### src/rtl/uart_rx_fifo.sv
// rtl/uart_rx_fifo.sv - oversampling 8N1 UART receiver with a small receive FIFO
module uart_rx_fifo #(
  parameter int CLKS_PER_BIT = 868,
  parameter int FIFO_DEPTH   = 4
) (
  input  logic                          clk,
  input  logic                          reset_n,
  input  logic                          uart_rx,
  output logic [7:0]                    rx_data,
  output logic                          rx_valid,
  input  logic                          rx_ready,
  output logic                          rx_busy,
  output logic                          frame_err,
  output logic                          overrun,
  output logic [$clog2(FIFO_DEPTH):0]   fifo_count
);

  localparam int CNT_W  = $clog2(CLKS_PER_BIT);
  localparam int PTR_W  = $clog2(FIFO_DEPTH);
  localparam int OCC_W  = PTR_W + 1;

  // Half a bit lands the first sample mid start bit; full bits step mid-bit to mid-bit.
  localparam logic [CNT_W-1:0] HALF_LOAD = CNT_W'(CLKS_PER_BIT / 2 - 1);
  localparam logic [CNT_W-1:0] FULL_LOAD = CNT_W'(CLKS_PER_BIT - 1);
  localparam logic [OCC_W-1:0] DEPTH_C   = OCC_W'(FIFO_DEPTH);

  typedef enum logic [1:0] {
    IDLE,
    START,
    DATA,
    STOP
  } state_t;

  // Synchroniser and edge-detect registers
  logic sync1;
  logic sync2;
  logic sync_prev;
  logic start_edge;

  // Receiver FSM state and datapath
  state_t           state;
  state_t           state_n;
  logic [CNT_W-1:0] baud_cnt;
  logic [CNT_W-1:0] baud_n;
  logic [2:0]       bit_idx;
  logic [2:0]       bit_n;
  logic [7:0]       shift_reg;
  logic [7:0]       shift_n;
  logic             baud_done;
  logic             push_req;
  logic             ferr_n;

  // FIFO storage and bookkeeping
  logic [7:0]       mem [FIFO_DEPTH];
  logic [PTR_W-1:0] wr_ptr;
  logic [PTR_W-1:0] rd_ptr;
  logic [PTR_W-1:0] wr_n;
  logic [PTR_W-1:0] rd_n;
  logic [OCC_W-1:0] count;
  logic [OCC_W-1:0] count_n;
  logic             full;
  logic             push;
  logic             pop;
  logic             ovr_n;
  logic [7:0]       head_n;

  // Two-flop synchroniser plus a history flop; presets to idle-high so reset never fakes a start edge
  always_ff @(posedge clk) begin
    if (!reset_n) begin
      sync1     <= 1'b1;
      sync2     <= 1'b1;
      sync_prev <= 1'b1;
    end else begin
      sync1     <= uart_rx;
      sync2     <= sync1;
      sync_prev <= sync2;
    end
  end

  assign start_edge = sync_prev & ~sync2;
  assign baud_done  = (baud_cnt == '0);

  // Receiver state, baud counter, bit index and shift register
  always_ff @(posedge clk) begin
    if (!reset_n) begin
      state     <= IDLE;
      baud_cnt  <= '0;
      bit_idx   <= '0;
      shift_reg <= '0;
    end else begin
      state     <= state_n;
      baud_cnt  <= baud_n;
      bit_idx   <= bit_n;
      shift_reg <= shift_n;
    end
  end

  // Next-state logic: every sample is taken when the baud counter reaches zero
  always_comb begin
    state_n  = state;
    baud_n   = baud_cnt;
    bit_n    = bit_idx;
    shift_n  = shift_reg;
    push_req = 1'b0;
    ferr_n   = 1'b0;
    case (state)
      IDLE: begin
        if (start_edge) begin
          baud_n  = HALF_LOAD;
          state_n = START;
        end
      end
      START: begin
        if (baud_done) begin
          if (sync2) begin
            // Line already back high mid start bit: treat as a glitch, silently
            state_n = IDLE;
          end else begin
            baud_n  = FULL_LOAD;
            bit_n   = '0;
            state_n = DATA;
          end
        end else begin
          baud_n = baud_cnt - CNT_W'(1);
        end
      end
      DATA: begin
        if (baud_done) begin
          shift_n[bit_idx] = sync2;
          baud_n           = FULL_LOAD;
          if (bit_idx == 3'd7) begin
            state_n = STOP;
          end else begin
            bit_n = bit_idx + 3'd1;
          end
        end else begin
          baud_n = baud_cnt - CNT_W'(1);
        end
      end
      STOP: begin
        if (baud_done) begin
          // Leave for IDLE right at mid stop bit so the next start edge is never missed
          state_n = IDLE;
          if (!sync2) begin
            ferr_n = 1'b1;
          end else begin
            push_req = 1'b1;
          end
        end else begin
          baud_n = baud_cnt - CNT_W'(1);
        end
      end
      default: state_n = IDLE;
    endcase
  end

  assign rx_busy  = (state != IDLE);
  assign rx_valid = (count != '0);
  assign full     = (count == DEPTH_C);
  assign pop      = rx_valid & rx_ready;
  // A full FIFO still takes the byte when the consumer frees a slot in the same cycle
  assign push     = push_req & (~full | pop);
  assign ovr_n    = push_req & full & ~pop;
  assign wr_n     = wr_ptr + PTR_W'(push);
  assign rd_n     = rd_ptr + PTR_W'(pop);

  // Occupancy after this cycle's push and pop
  always_comb begin
    count_n = count;
    case ({push, pop})
      2'b10:   count_n = count + OCC_W'(1);
      2'b01:   count_n = count - OCC_W'(1);
      default: count_n = count;
    endcase
  end

  // Head value after this cycle; a byte pushed into an otherwise empty FIFO bypasses storage
  always_comb begin
    head_n = rx_data;
    if (count_n != '0) begin
      if (push && (wr_ptr == rd_n)) begin
        head_n = shift_reg;
      end else begin
        head_n = mem[rd_n];
      end
    end
  end

  // FIFO storage write port
  always_ff @(posedge clk) begin
    if (push) begin
      mem[wr_ptr] <= shift_reg;
    end
  end

  // FIFO pointers, occupancy, registered head and the one-cycle status pulses
  always_ff @(posedge clk) begin
    if (!reset_n) begin
      wr_ptr    <= '0;
      rd_ptr    <= '0;
      count     <= '0;
      rx_data   <= '0;
      frame_err <= 1'b0;
      overrun   <= 1'b0;
    end else begin
      wr_ptr    <= wr_n;
      rd_ptr    <= rd_n;
      count     <= count_n;
      rx_data   <= head_n;
      frame_err <= ferr_n;
      overrun   <= ovr_n;
    end
  end

  assign fifo_count = count;

endmodule

### config.mk
export PLATFORM = sky130hd
export DESIGN_NAME = uart_rx_fifo
export DESIGN_NICKNAME = d
export VERILOG_FILES = /design/src/rtl/uart_rx_fifo.sv
export SDC_FILE = /design/constraint.sdc
export NUM_CORES = 1
export LEC_CHECK = 0
export ABC_AREA = 0
export BUFFER_PORTS_ARGS = -buffer_cell sky130_fd_sc_hd__buf_2
export CAP_MARGIN = 30
export CELL_PAD_IN_SITES_DETAIL_PLACEMENT = 1
export CELL_PAD_IN_SITES_GLOBAL_PLACEMENT = 1
export CORE_AREA = 2 2 94 96
export DETAILED_ROUTE_END_ITERATION = 12
export DIE_AREA = 0 0 96 98
export PLACE_DENSITY_LB_ADDON = 0.1
export SKIP_LAST_GASP = 1
export SLEW_MARGIN = 20
export SYNTH_ARGS = -nofsm -noshare
export SYNTH_HDL_FRONTEND = slang
export SYNTH_SLANG_ARGS = --single-unit
### constraint.sdc
create_clock -name clk -period 2.9 [get_ports clk]
set_input_delay 0.58 -clock clk [delete_from_list [all_inputs] [get_ports clk]]
set_output_delay 0.58 -clock clk [all_outputs]
set_load 0.01 [all_outputs]
==> metrics.md, run 1 <==
| Metric | Value |
|---|---|
| Status | `finished, final reports clean` |
| Via count of the routed design | `2643` |
| Clock latency on the worst-skew pair | `0.35 ns` |
| Syn Nets | `337` |
| Fraction of layout cells with a size suffix above 1 | `27.45%` |
| Layout Nets | `379` |
| Final instance count without filler cells | `476` |
| Cell row count | `34` |
| RSZ-0062 raised after global routing | `false` |
| Max H-tree Level | `3` |
| Clk sinks | `75` |
| HPWL Detailed | `5.870 mm` |
| Crit path DAT | `2.97 ns` |
| Worst slew pin tran | `0.6477 ns` |
| GRT Total Usage | `19.44%` |
| Most used DFF post-synth | `dfxtp_1` |
| Area delta synth->final | `18.07%` |
| CTS tree | `built` |
| Most common cell after layout, fill and taps aside | `dfxtp_1` |
| Async set-or-reset flop fraction in the synthesized netlist | `0%` |
| Post-Syn Instances | `321` |
| Ant diodes | `0` |
| Vias in the first global route | `2646` |
| Clk Tree Root Cell | `clkbuf_8` |
| Total Power | `2.488 mW` |
| Top cells by area, synth | `edfxtp_1 27%, dfxtp_1 24%, mux2i_1 5.8%` |
| Number of enable flip-flop cells after synthesis | `32` |
| Number of top-level pins | `19` |
| Routed wire length | `8.418 mm` |
| Maximum clock path buffer count | `2` |
| Endpoint class of the critical path | `flip-flop` |
| Tcrit/Tclk final | `94.20%` |
| Leakage Power | `1.569 nW` |
| Pwr dens | `586.3 mW/mm2` |
| Detailed-route DRC error count | `0` |
| Hold Crit Class | `input pin to flip-flop` |
| Setup violators final | `0` |
| Die area | `0.009408 mm2` |
| Port bufs | `18` |
| Area share of the largest cell type after synthesis | `26.74%` |
| Placer Congestion | `0.7905` |
| Most frequent cells in the layout | `41 x dfxtp_1, 32 x edfxtp_1, 28 x nor2_1` |
| Die height | `98 um` |
| Seq cells post-synth | `75` |
| Final hold violation count | `0` |
| Yosys warns | `0` |
| Max Cap Viol | `0` |
| Drt pass-1 iters | `5` |
| Distinct cells, synth | `53` |
| CP Max Fanout | `13` |
| Clock transition at path regs | `0.08 ns` |
| GRT overflow | `0` |
| Min cycle time layout | `2.732 ns` |
| Worst path required time | `3.14 ns` |
| Seq/Total Area, Yosys | `50.70%` |
| Critical path class | `flip-flop to flip-flop` |
| Area leader, netlist | `edfxtp_1` |
| Global-route wire length before repair | `13.96 mm` |
| CTS Buf Count | `9` |
| Synthesized cell area | `0.003593 mm2` |
| Core area | `0.008466 mm2` |
| DR iter-0 viols | `96` |
| Initial antenna violation count | `0` |
| Die X | `96 um` |
| Wire per inst | `17.68 um` |
| Clk_skew | `0.005395 ns` |
| CTS Hold Bufs | `0` |
| Final ANT Viol Nets | `0` |
| Peak VDD IR | `0.0002266 V` |
| Largest net degree at the start of global routing | `24` |
| Max FFs per register | `32` |
| Max Clk Rate | `366.0 MHz` |
| Fin. max-slew vios | `0` |
| Vias/cell | `5.553` |
| Top reg by flops | `mem` |
| Syn_area_per_cell | `11.19 um2` |
| Slew HR | `56.56%` |
| Number of placed instances, taps included | `457` |
| Initial Util | `42.45%` |
| Biggest registers after layout | `mem x32, baud_cnt x10` |
| Crit path launch type | `flip-flop` |
[per-layer routing]
layer,up-vias,share of wire [%],GRT usage [%]
met2,46,45,28.95
li1,1269,-,-
met3,10,3.3,3.858
met5,-,0,0
met1,1318,50,28.38
met4,0,1.1,6.264
[stage by stage]
| stage | cell area, um2 | setup slack (ns) | hold WS (ns) | util [%] | setup TNS [ns] |
|---|---|---|---|---|---|
| final | 4243 | 0.1681 | 0.4094 | 50.12 | 0 |
| after global routing | 4243 | 0.008773 | 0.4201 | 50.12 | 0 |
| after global placement | 4004 | 0.1895 | 0.4072 | 47.30 | 0 |
| after detailed placement | 4004 | 0.07511 | 0.4117 | 47.30 | 0 |
| after CTS | 4199 | 0.04406 | 0.3948 | 49.60 | 0 |
| after floorplan | 3671 | -0.08235 | 0.3863 | - | -0.1441 |
[cell type report]
class,instances,area [um2]
clock buffers,10,127.6
clock inverters,6,67.56
repair buffers,45,305.3
inverters,13,48.80
multi-input cells,219,1734
flip-flops and latches,75,1824
well taps,108,135.1
fillers,934,4223
[kinds of logic (layout without fill, tap and decap cells)]
kind of cell | Yosys count | count (layout) | share of synthesized area, %
AND/OR/NAND/NOR | 108 | 108 | 17.72
flip-flops | 75 | 75 | 50.70
AO/OA/AOI/OAI | 63 | 63 | 11.70
multiplexers | 29 | 29 | 10.86
buffers and inverters | 27 | 74 | 2.925
adder cells (fa/ha/maj) | 12 | 12 | 4.387
XOR/XNOR | 7 | 7 | 1.706
[cell usage after synthesis, types with 6 or more instances]
cell / n
dfxtp_1: 43
nand4_1: 6
nand2_1: 19
a21oi_2: 8
nor3_1: 6
edfxtp_1: 32
ha_1: 11
o21ai_0: 19
a21oi_1: 13
inv_1: 13
mux2i_1: 21
clkbuf_1: 10
mux4_2: 8
and2_1: 6
nor2_1: 29
[power by group]
part | internal (mW) | total [mW] | switching (mW)
clock | 0.399 | 0.798 | 0.399
sequential | 1.12 | 1.16 | 0.0412
combinational | 0.211 | 0.527 | 0.316
[final timing paths]
path / cells past startpoint / end / startpoint / slack, ns
max: 13 / rx_data[6]$_SDFFE_PN0P_ / baud_cnt[1]$_SDFFE_PN0P_ / 0.17
min reg2reg: 1 / sync2$_SDFF_PN1_ / sync1$_SDFF_PN1_ / 0.43
max reg2reg: 13 / rx_data[6]$_SDFFE_PN0P_ / baud_cnt[1]$_SDFFE_PN0P_ / 0.17
min: 2 / sync1$_SDFF_PN1_ / uart_rx / 0.41
[critical path: stages, from the launching register on]
cell and delay [ns]:
dfxtp_2 0.34, inv_2 0.08, ha_4 0.13, nor3b_4 0.19
nand4_1 0.20, nand2_4 0.12, nor2_2 0.05, fa_2 0.47
xor2_2 0.19, nor4b_4 0.33, mux2i_4 0.11, buf_12 0.15
o21ai_0 0.20, a21oi_2 0.04
[what timing repair did]
| item | CTS | global route |
|---|---|---|
| buffers inserted | 0 | 3 |
| endpoints found under the setup margin | 0 | 8 |
| resized for setup | 0 | 2 |
(Power assumes the default switching activity.)
==> run 2: changes to the inputs <==
--- a/config.mk
+++ b/config.mk
@@ -10,9 +10,9 @@
 export CAP_MARGIN = 30
 export CELL_PAD_IN_SITES_DETAIL_PLACEMENT = 1
 export CELL_PAD_IN_SITES_GLOBAL_PLACEMENT = 1
-export CORE_AREA = 2 2 94 96
+export CORE_AREA = 2 2 98 100
 export DETAILED_ROUTE_END_ITERATION = 12
-export DIE_AREA = 0 0 96 98
+export DIE_AREA = 0 0 100 102
 export PLACE_DENSITY_LB_ADDON = 0.1
 export SKIP_LAST_GASP = 1
 export SLEW_MARGIN = 20
==> run 2 against run 1 <==
  * Fmax grew 0.87%
  * Critical path depth up 1
  * Worst setup slack better by 0.024 ns
  * Utilization shrank 3.3 points
  * Sequential cell count is the same
  * Clock skew grew 0.0067 ns
  * Non-clock buffer count grew 3
  * First-iteration DRC count decreased by 50%
  * Count of clock-buffer cells in the layout is 1 lower
  * Via count is 1.2% lower
  * Clock power about the same
  * Worst hold slack better by 0.0091 ns
  * Critical path type unchanged
  * Largest cell class unchanged
==> metrics.md, run 2 (same netlist as run 1, synthesis figures left out) <==
| Metric | Value |
|---|---|
| Fraction of layout cells with a size suffix above 1 | `28.11% (+0.66 points)` |
| Hold Worst Slack | `0.4184 ns (+0.009075 ns)` |
| CTS Buf Count | `9 (unchanged)` |
| Peak VDD IR | `0.0002403 V (+6.1%)` |
| Sw Pwr | `762.3 uW (+0.84%)` |
| Top reg by flops | `mem` |
| Hold Crit Class | `input pin to flip-flop` |
| RR Endpoint | `rx_data[1]$_SDFFE_PN0P_` |
| Combinational share of power | `21.5% (+0.3 points)` |
| Leakage Power | `1.589 nW (+1.3%)` |
| Multi-input logic area | `0.001734 mm2 (unchanged)` |
| Max FFs per register | `32 (unchanged)` |
| Initial Util | `39.45% (-3.0 points)` |
| Vias in the first global route | `2747 (+3.8%)` |
| Most frequent cells in the layout | `41 x dfxtp_1, 32 x edfxtp_1, 29 x buf_4` |
| Worst-path cell chain | `inv_2, ha_4, nor3b_4, nand4_1, nand2_4, nor2_2, fa_2, xor2_2, nor4b_4, mux2i_4, buf_12, buf_4, o21ai_2, a21oi_2` |
| Max Clk Rate | `369.2 MHz (+0.87%)` |
| Min cycle time layout | `2.708 ns (-0.02369 ns)` |
| Clk sinks | `75 (unchanged)` |
| Routed wire length | `8.639 mm (+2.6%)` |
| Max H-tree Level | `3 (unchanged)` |
| HPWL Detailed | `6.155 mm (+4.9%)` |
| Crit-path slowest cell | `fa_2` |
| Maximum clock path buffer count | `2 (unchanged)` |
| Drt pass-1 iters | `4 (-1)` |
| Slew HR | `51.72% (-4.8 points)` |
| Crit path launch type | `flip-flop` |
| Largest net degree at the start of global routing | `24 (unchanged)` |
| Area delta synth->final | `18.63%` |
| R2R cell count | `14 (+1)` |
| CP Max Fanout | `14 (+1)` |
| CP delay by family, top | `simple AND/OR/NAND/NOR gates` |
| Internal Power | `1.730 mW (about the same)` |
| Detailed-route DRC error count | `0 (unchanged)` |
| Setup violators final | `0 (unchanged)` |
| Flop pwr share | `46.5% (-0.3 points)` |
| DR iter-0 viols | `48 (-50%)` |
| Setup ws final | `0.1918 ns (+0.02369 ns)` |
| Die height | `102 um (+4.1%)` |
| Global-route wire length before repair | `14.15 mm (+1.3%)` |
| Port bufs | `18 (unchanged)` |
| Worst slew pin tran | `0.7198 ns (+0.07205 ns)` |
| Tcrit/Tclk final | `93.39% (-0.82 points)` |
| Max Cap Viol | `0 (unchanged)` |
| Worst R2R Start | `baud_cnt[0]$_SDFFE_PN0P_` |
| Pwr dens | `584.7 mW/mm2 (-0.27%)` |
| Clk_skew | `0.01212 ns (+0.006727 ns)` |
| Worst path required time | `3.15 ns (about the same)` |
| Fin. max-slew vios | `0 (unchanged)` |
| Ant diodes | `0 (unchanged)` |
| Die X | `100 um (+4.2%)` |
| Hold path startpoint | `uart_rx` |
| Final instance area | `0.004263 mm2 (+0.47%)` |
| Critical path class | `flip-flop to flip-flop` |
| Cell row count | `35 (+2.9%)` |
| Fill cell count | `991 (+6.1%)` |
| Via count of the routed design | `2610 (-1.2%)` |
| Endpoint class of the critical path | `flip-flop` |
| WHS Path Cells | `2 (unchanged)` |
| R2r setup slk | `0.19 ns (+0.02 ns)` |
| Biggest registers after layout | `mem x32, baud_cnt x10` |
| Clock latency on the worst-skew pair | `0.35 ns (about the same)` |
| Vias/cell | `5.426 (-2.3%)` |
| Wire per inst | `17.96 um (+1.6%)` |
| Setup_tns | `0 ns (unchanged)` |
| Final hold violation count | `0 (unchanged)` |
| Worst slack, placed | `0.1045 ns (+0.02935 ns)` |
| Initial antenna violation count | `0 (unchanged)` |
| GRT overflow | `0 (unchanged)` |
| Most common cell after layout, fill and taps aside | `dfxtp_1` |
| Crit path DAT | `2.96 ns (about the same)` |
| Reg area | `0.001824 mm2 (unchanged)` |
| RSZ-0062 raised after global routing | `false` |
| Switch share | `30.58% (+0.19 points)` |
| GRT Total Usage | `17.99% (-1.4 points)` |
| Clock transition at path regs | `0.08 ns (about the same)` |
| Placed Instance Area | `0.004023 mm2 (+0.47%)` |
| Util after Layout | `46.80% (-3.3 points)` |
| Hold Path End | `sync1$_SDFF_PN1_` |
| Clock share of power | `32.0% (about the same)` |
| CTS tree | `built` |
| Layout Nets | `382 (+0.79%)` |
| Die area | `0.01020 mm2 (+8.4%)` |
| Placer Congestion | `0.7740 (-2.1%)` |
| CP max stage delay | `0.44 ns (-0.03 ns)` |
| Buf+Inv Stages, Crit Path | `3 (+1)` |
| Core area | `0.009109 mm2 (+7.6%)` |
| Number of top-level pins | `19 (unchanged)` |
| Status | `finished, final reports clean` |
| Clk Tree Root Cell | `clkbuf_8` |
| Final ANT Viol Nets | `0 (unchanged)` |
-- run 2: changes by cell type in the layout (fill, tap and decap cells not counted) --
cell        delta
buf_4          +3
clkbuf_1       -1
clkinv_2       +1
clkinv_4       -1
clkinvlp_4     -1
inv_6          +1
o21ai_0        +1
o21ai_1        -1
-- run 2: worst max-delay path by stage --
stage	slack [ns]	to	start	cells past startpoint
floorplan	-0.08	rx_data[0]$_SDFFE_PN0P_	baud_cnt[0]$_SDFFE_PN0P_	14
global placement	0.17	rx_data[0]$_SDFFE_PN0P_	baud_cnt[0]$_SDFFE_PN0P_	12
detailed placement	0.10	rx_data[7]$_SDFFE_PN0P_	baud_cnt[0]$_SDFFE_PN0P_	12
CTS	0.09	rx_data[2]$_SDFFE_PN0P_	baud_cnt[0]$_SDFFE_PN0P_	12
global route	0.03	rx_data[2]$_SDFFE_PN0P_	baud_cnt[0]$_SDFFE_PN0P_	13
finish	0.19	rx_data[1]$_SDFFE_PN0P_	baud_cnt[0]$_SDFFE_PN0P_	14
-- run 2: through the flow --
step           instances  power [mW]
2_1_floorplan        321       1.542
3_3_place_gp         462       1.710
3_5_place_dp         462       1.716
4_1_cts              477       2.513
5_1_grt              481       2.615
6_report             481       2.493
-- run 2: area by class of cell --
cell class	count	share of cell area, %
Clock inverter	6	1.526
Sequential cell	75	42.79
Clock buffer	9	2.906
Multi-Input combinational cell	219	40.68
Inverter	13	1.145
Timing Repair Buffer	48	7.690
Tap cell	111	3.258
-- run 2: what timing repair did --
item,CTS,global route
hold buffers,0,0
endpoints found under the setup margin,0,7
buffers inserted,0,4
resized for setup,0,1
-- run 2: power groups by stage --
stage          Sequential [mW]  Combinational (mW)  Clock (mW)
2_1_floorplan             1.18               0.359           0
3_3_place_gp              1.18               0.529           0
3_5_place_dp              1.18               0.532           0
4_1_cts                   1.16               0.534       0.820
5_1_grt                   1.16               0.593       0.859
6_report                  1.16               0.536       0.798
-- run 2: layer usage --
| metal | global-route usage, % | part of all wire (%) |
|---|---|---|
| met1 | 23.30 | 48 |
| met2 | 30.67 | 49 |
| met3 | 3.488 | 2.6 |
| met4 | 5.690 | 1.1 |
| met5 | 0 | 0 |
==> run 3: changes to the inputs <==
--- a/config.mk
+++ b/config.mk
@@ -10,9 +10,9 @@
 export CAP_MARGIN = 30
 export CELL_PAD_IN_SITES_DETAIL_PLACEMENT = 1
 export CELL_PAD_IN_SITES_GLOBAL_PLACEMENT = 1
-export CORE_AREA = 2 2 98 100
+export CORE_AREA = 2 2 71 140
 export DETAILED_ROUTE_END_ITERATION = 12
-export DIE_AREA = 0 0 100 102
+export DIE_AREA = 0 0 73 142
 export PLACE_DENSITY_LB_ADDON = 0.1
 export SKIP_LAST_GASP = 1
 export SLEW_MARGIN = 20
==> run 3 against run 2 <==
  * Critical path depth decreased by 3
  * Critical path type unchanged
  * Largest cell class unchanged
  * Fmax fell by 1.5%
  * Die area is 1.6% higher
  * First-iteration DRC count is 90% higher
  * Critical endpoint is now rx_data[7]$_SDFFE_PN0P_
  * Sequential cell count did not move
==> metrics.md, run 3 (same netlist as run 1, synthesis figures left out) <==
| Metric | Value |
|---|---|
| Vias/cell | `5.601 (+3.2%)` |
| Multi-input logic area | `0.001748 mm2 (+0.79%)` |
| Flop pwr share | `40.2% (-6.3 points)` |
| Crit-path slowest cell | `fa_2` |
| Vias in the first global route | `2818 (+2.6%)` |
| Peak VDD IR | `0.0004175 V (+74%)` |
| Placer Congestion | `0.7806 (+0.85%)` |
| GRT Total Usage | `20.18% (+2.2 points)` |
| Final hold violation count | `0 (unchanged)` |
| CTS Hold Bufs | `0 (unchanged)` |
| Fraction of layout cells with a size suffix above 1 | `27.52% (-0.59 points)` |
| Global-route wire length before repair | `15.35 mm (+8.5%)` |
| Drt pass-1 iters | `4 (unchanged)` |
| Clock latency on the worst-skew pair | `0.34 ns (about the same)` |
| Maximum clock path buffer count | `2 (unchanged)` |
| Max Clk Rate | `363.7 MHz (-1.5%)` |
| Worst path required time | `3.18 ns (+0.03 ns)` |
| Most frequent cells in the layout | `41 x dfxtp_1, 32 x edfxtp_1, 28 x nor2_1` |
| Initial Util | `38.55% (-0.90 points)` |
| Die height | `142 um (+39%)` |
| Critical path class | `flip-flop to flip-flop` |
| WP depth | `11 (-3)` |
| Pwr dens | `666.9 mW/mm2 (+14%)` |
| Setup violators final | `0 (unchanged)` |
| CP delay by family, top | `adder cells` |
| Clock share of power | `41.3% (+9.3 points)` |
| Switch share | `30.02% (-0.56 points)` |
| HPWL Detailed | `6.822 mm (+11%)` |
| Port bufs | `18 (unchanged)` |
| Tcrit/Tclk final | `94.81% (+1.4 points)` |
| Layout Nets | `378 (-1.0%)` |
| R2R cell count | `11 (-3)` |
| Die X | `73 um (-27%)` |
| CTS tree | `built` |
| Max FFs per register | `32 (unchanged)` |
| Util after Layout | `46.60% (-0.20 points)` |
| Largest net degree at the start of global routing | `24 (unchanged)` |
| Max Cap Viol | `0 (unchanged)` |
| GRT overflow | `0 (unchanged)` |
| Core area | `0.009321 mm2 (+2.3%)` |
| Initial antenna violation count | `0 (unchanged)` |
| Crit path launch type | `flip-flop` |
| Final ANT Viol Nets | `0 (unchanged)` |
| Worst-path cell chain | `ha_1, and2_1, nand4_1, nand2_4, nor2_2, fa_2, inv_1, a41o_1, mux2i_2, o21ai_0, a21oi_2` |
| Area delta synth->final | `20.89%` |
| Crit path DAT | `3.03 ns (+0.07 ns)` |
| Ant diodes | `0 (unchanged)` |
| Max H-tree Level | `3 (unchanged)` |
| Biggest registers after layout | `mem x32, baud_cnt x10` |
| Clk_skew | `0.005228 ns (-0.006894 ns)` |
| Via count of the routed design | `2638 (+1.1%)` |
| CTS Buf Count | `9 (unchanged)` |
| Internal Power | `2.027 mW (+17%)` |
| RSZ-0062 raised after global routing | `true` |
| Fill cell count | `1029 (+3.8%)` |
| Fin. max-slew vios | `0 (unchanged)` |
| Leakage Power | `1.627 nW (+2.4%)` |
| Clk sinks | `75 (unchanged)` |
| Hold Worst Slack | `0.4233 ns (+0.004897 ns)` |
| Reg area | `0.001824 mm2 (unchanged)` |
| Final instance count without filler cells | `471 (-2.1%)` |
| Number of placed instances, taps included | `451 (-2.4%)` |
| CP Max Fanout | `5 (-9)` |
| Hold Crit Class | `flip-flop to flip-flop` |
| Clk Tree Root Cell | `clkbuf_16` |
| Status | `finished, final reports clean` |
| Wire per inst | `20.16 um (+12%)` |
| Slew HR | `58.58% (+6.9 points)` |
| Clock transition at path regs | `0.07 ns (about the same)` |
| WHS Path Cells | `1 (-1)` |
| Buf+Inv Stages, Crit Path | `1 (-2)` |
| Number of top-level pins | `19 (unchanged)` |
| Top reg by flops | `mem` |
| Die area | `0.01037 mm2 (+1.6%)` |
| Worst slew pin tran | `0.6171 ns (-0.1027 ns)` |
| Most common cell after layout, fill and taps aside | `dfxtp_1` |
| CP max stage delay | `0.62 ns (+0.18 ns)` |
| Sw Pwr | `869.9 uW (+14%)` |
| Combinational share of power | `18.5% (-3.0 points)` |
| Cell row count | `50 (+43%)` |
| DR iter-0 viols | `91 (+90%)` |
| Min cycle time layout | `2.750 ns (+0.04135 ns)` |
| Detailed-route DRC error count | `0 (unchanged)` |
| Endpoint class of the critical path | `flip-flop` |
| Routed wire length | `9.495 mm (+9.9%)` |
==> run 3: cell count changes in the layout (fill, tap and decap cells not counted), sizes merged <==
cell	change
inv	+5
buf	-5
mux2i	+1
clkinv	-3
clkinvlp	-1
==> run 3: repair_timing <==
| item | CTS | global route |
|---|---|---|
| setup endpoints to repair | 0 | 6 |
| gates resized for setup | 0 | 1 |
| buffers inserted | 0 | 3 |
==> run 3: cell type report <==
type,instances,area share (%)
well taps,104,2.995
multi-input cells,220,40.24
flip-flops and latches,75,41.99
clock inverters,7,2.074
inverters,13,1.123
repair buffers,43,6.394
clock buffers,9,5.184
==> run 3: worst paths after layout <==
path | from | endpoint | slack (ns)
worst max-delay path | flip-flop | rx_data[7]$_SDFFE_PN0P_ | 0.15
worst min-delay path | sync1$_SDFF_PN1_ | sync2$_SDFF_PN1_ | 0.42
worst max register to register | flip-flop | rx_data[7]$_SDFFE_PN0P_ | 0.15
worst min register to register | sync1$_SDFF_PN1_ | sync2$_SDFF_PN1_ | 0.42
==> run 3: per-layer routing <==
| layer | up-vias | share of wire, % | track usage [%] |
|---|---|---|---|
| li1 | 1273 | - | - |
| met1 | 1322 | 38 | 21.86 |
| met2 | 28 | 58 | 36.65 |
| met3 | 15 | 1.7 | 4.533 |
| met4 | 0 | 2.7 | 7.992 |
| met5 | - | 0 | 0 |
==> run 3: stage by stage <==
stage | TNS, ns | instance area (um2) | worst slack, ns | power [mW]
finish | 0 | 4344 | 0.1504 | 2.897
global route | -0.1002 | 4344 | -0.03447 | 3.042
CTS | 0 | 4299 | 0.05145 | 2.937
detailed placement | 0 | 3984 | 0.07943 | 1.726
global placement | 0 | 3984 | 0.1428 | 1.720
floorplan | -0.1441 | 3671 | -0.08235 | 1.542
==> run 3: power groups by stage <==
stage / Sequential [mW] / Combinational [mW] / Clock [mW]
floorplan: 1.18 / 0.359 / 0
global placement: 1.19 / 0.534 / 0
detailed placement: 1.19 / 0.539 / 0
CTS: 1.16 / 0.543 / 1.23
global route: 1.17 / 0.599 / 1.28
finish: 1.16 / 0.536 / 1.20
==> run 3: worst reg2reg max path: cells and delay by family, from the launching register on <==
family | cells | cell delay [ns]
fa+ha+maj | 2 | 0.86
simple gates | 4 | 0.49
compound gates | 3 | 0.55
buf+inv | 1 | 0.07
flops | 1 | 0.38
mux | 1 | 0.32
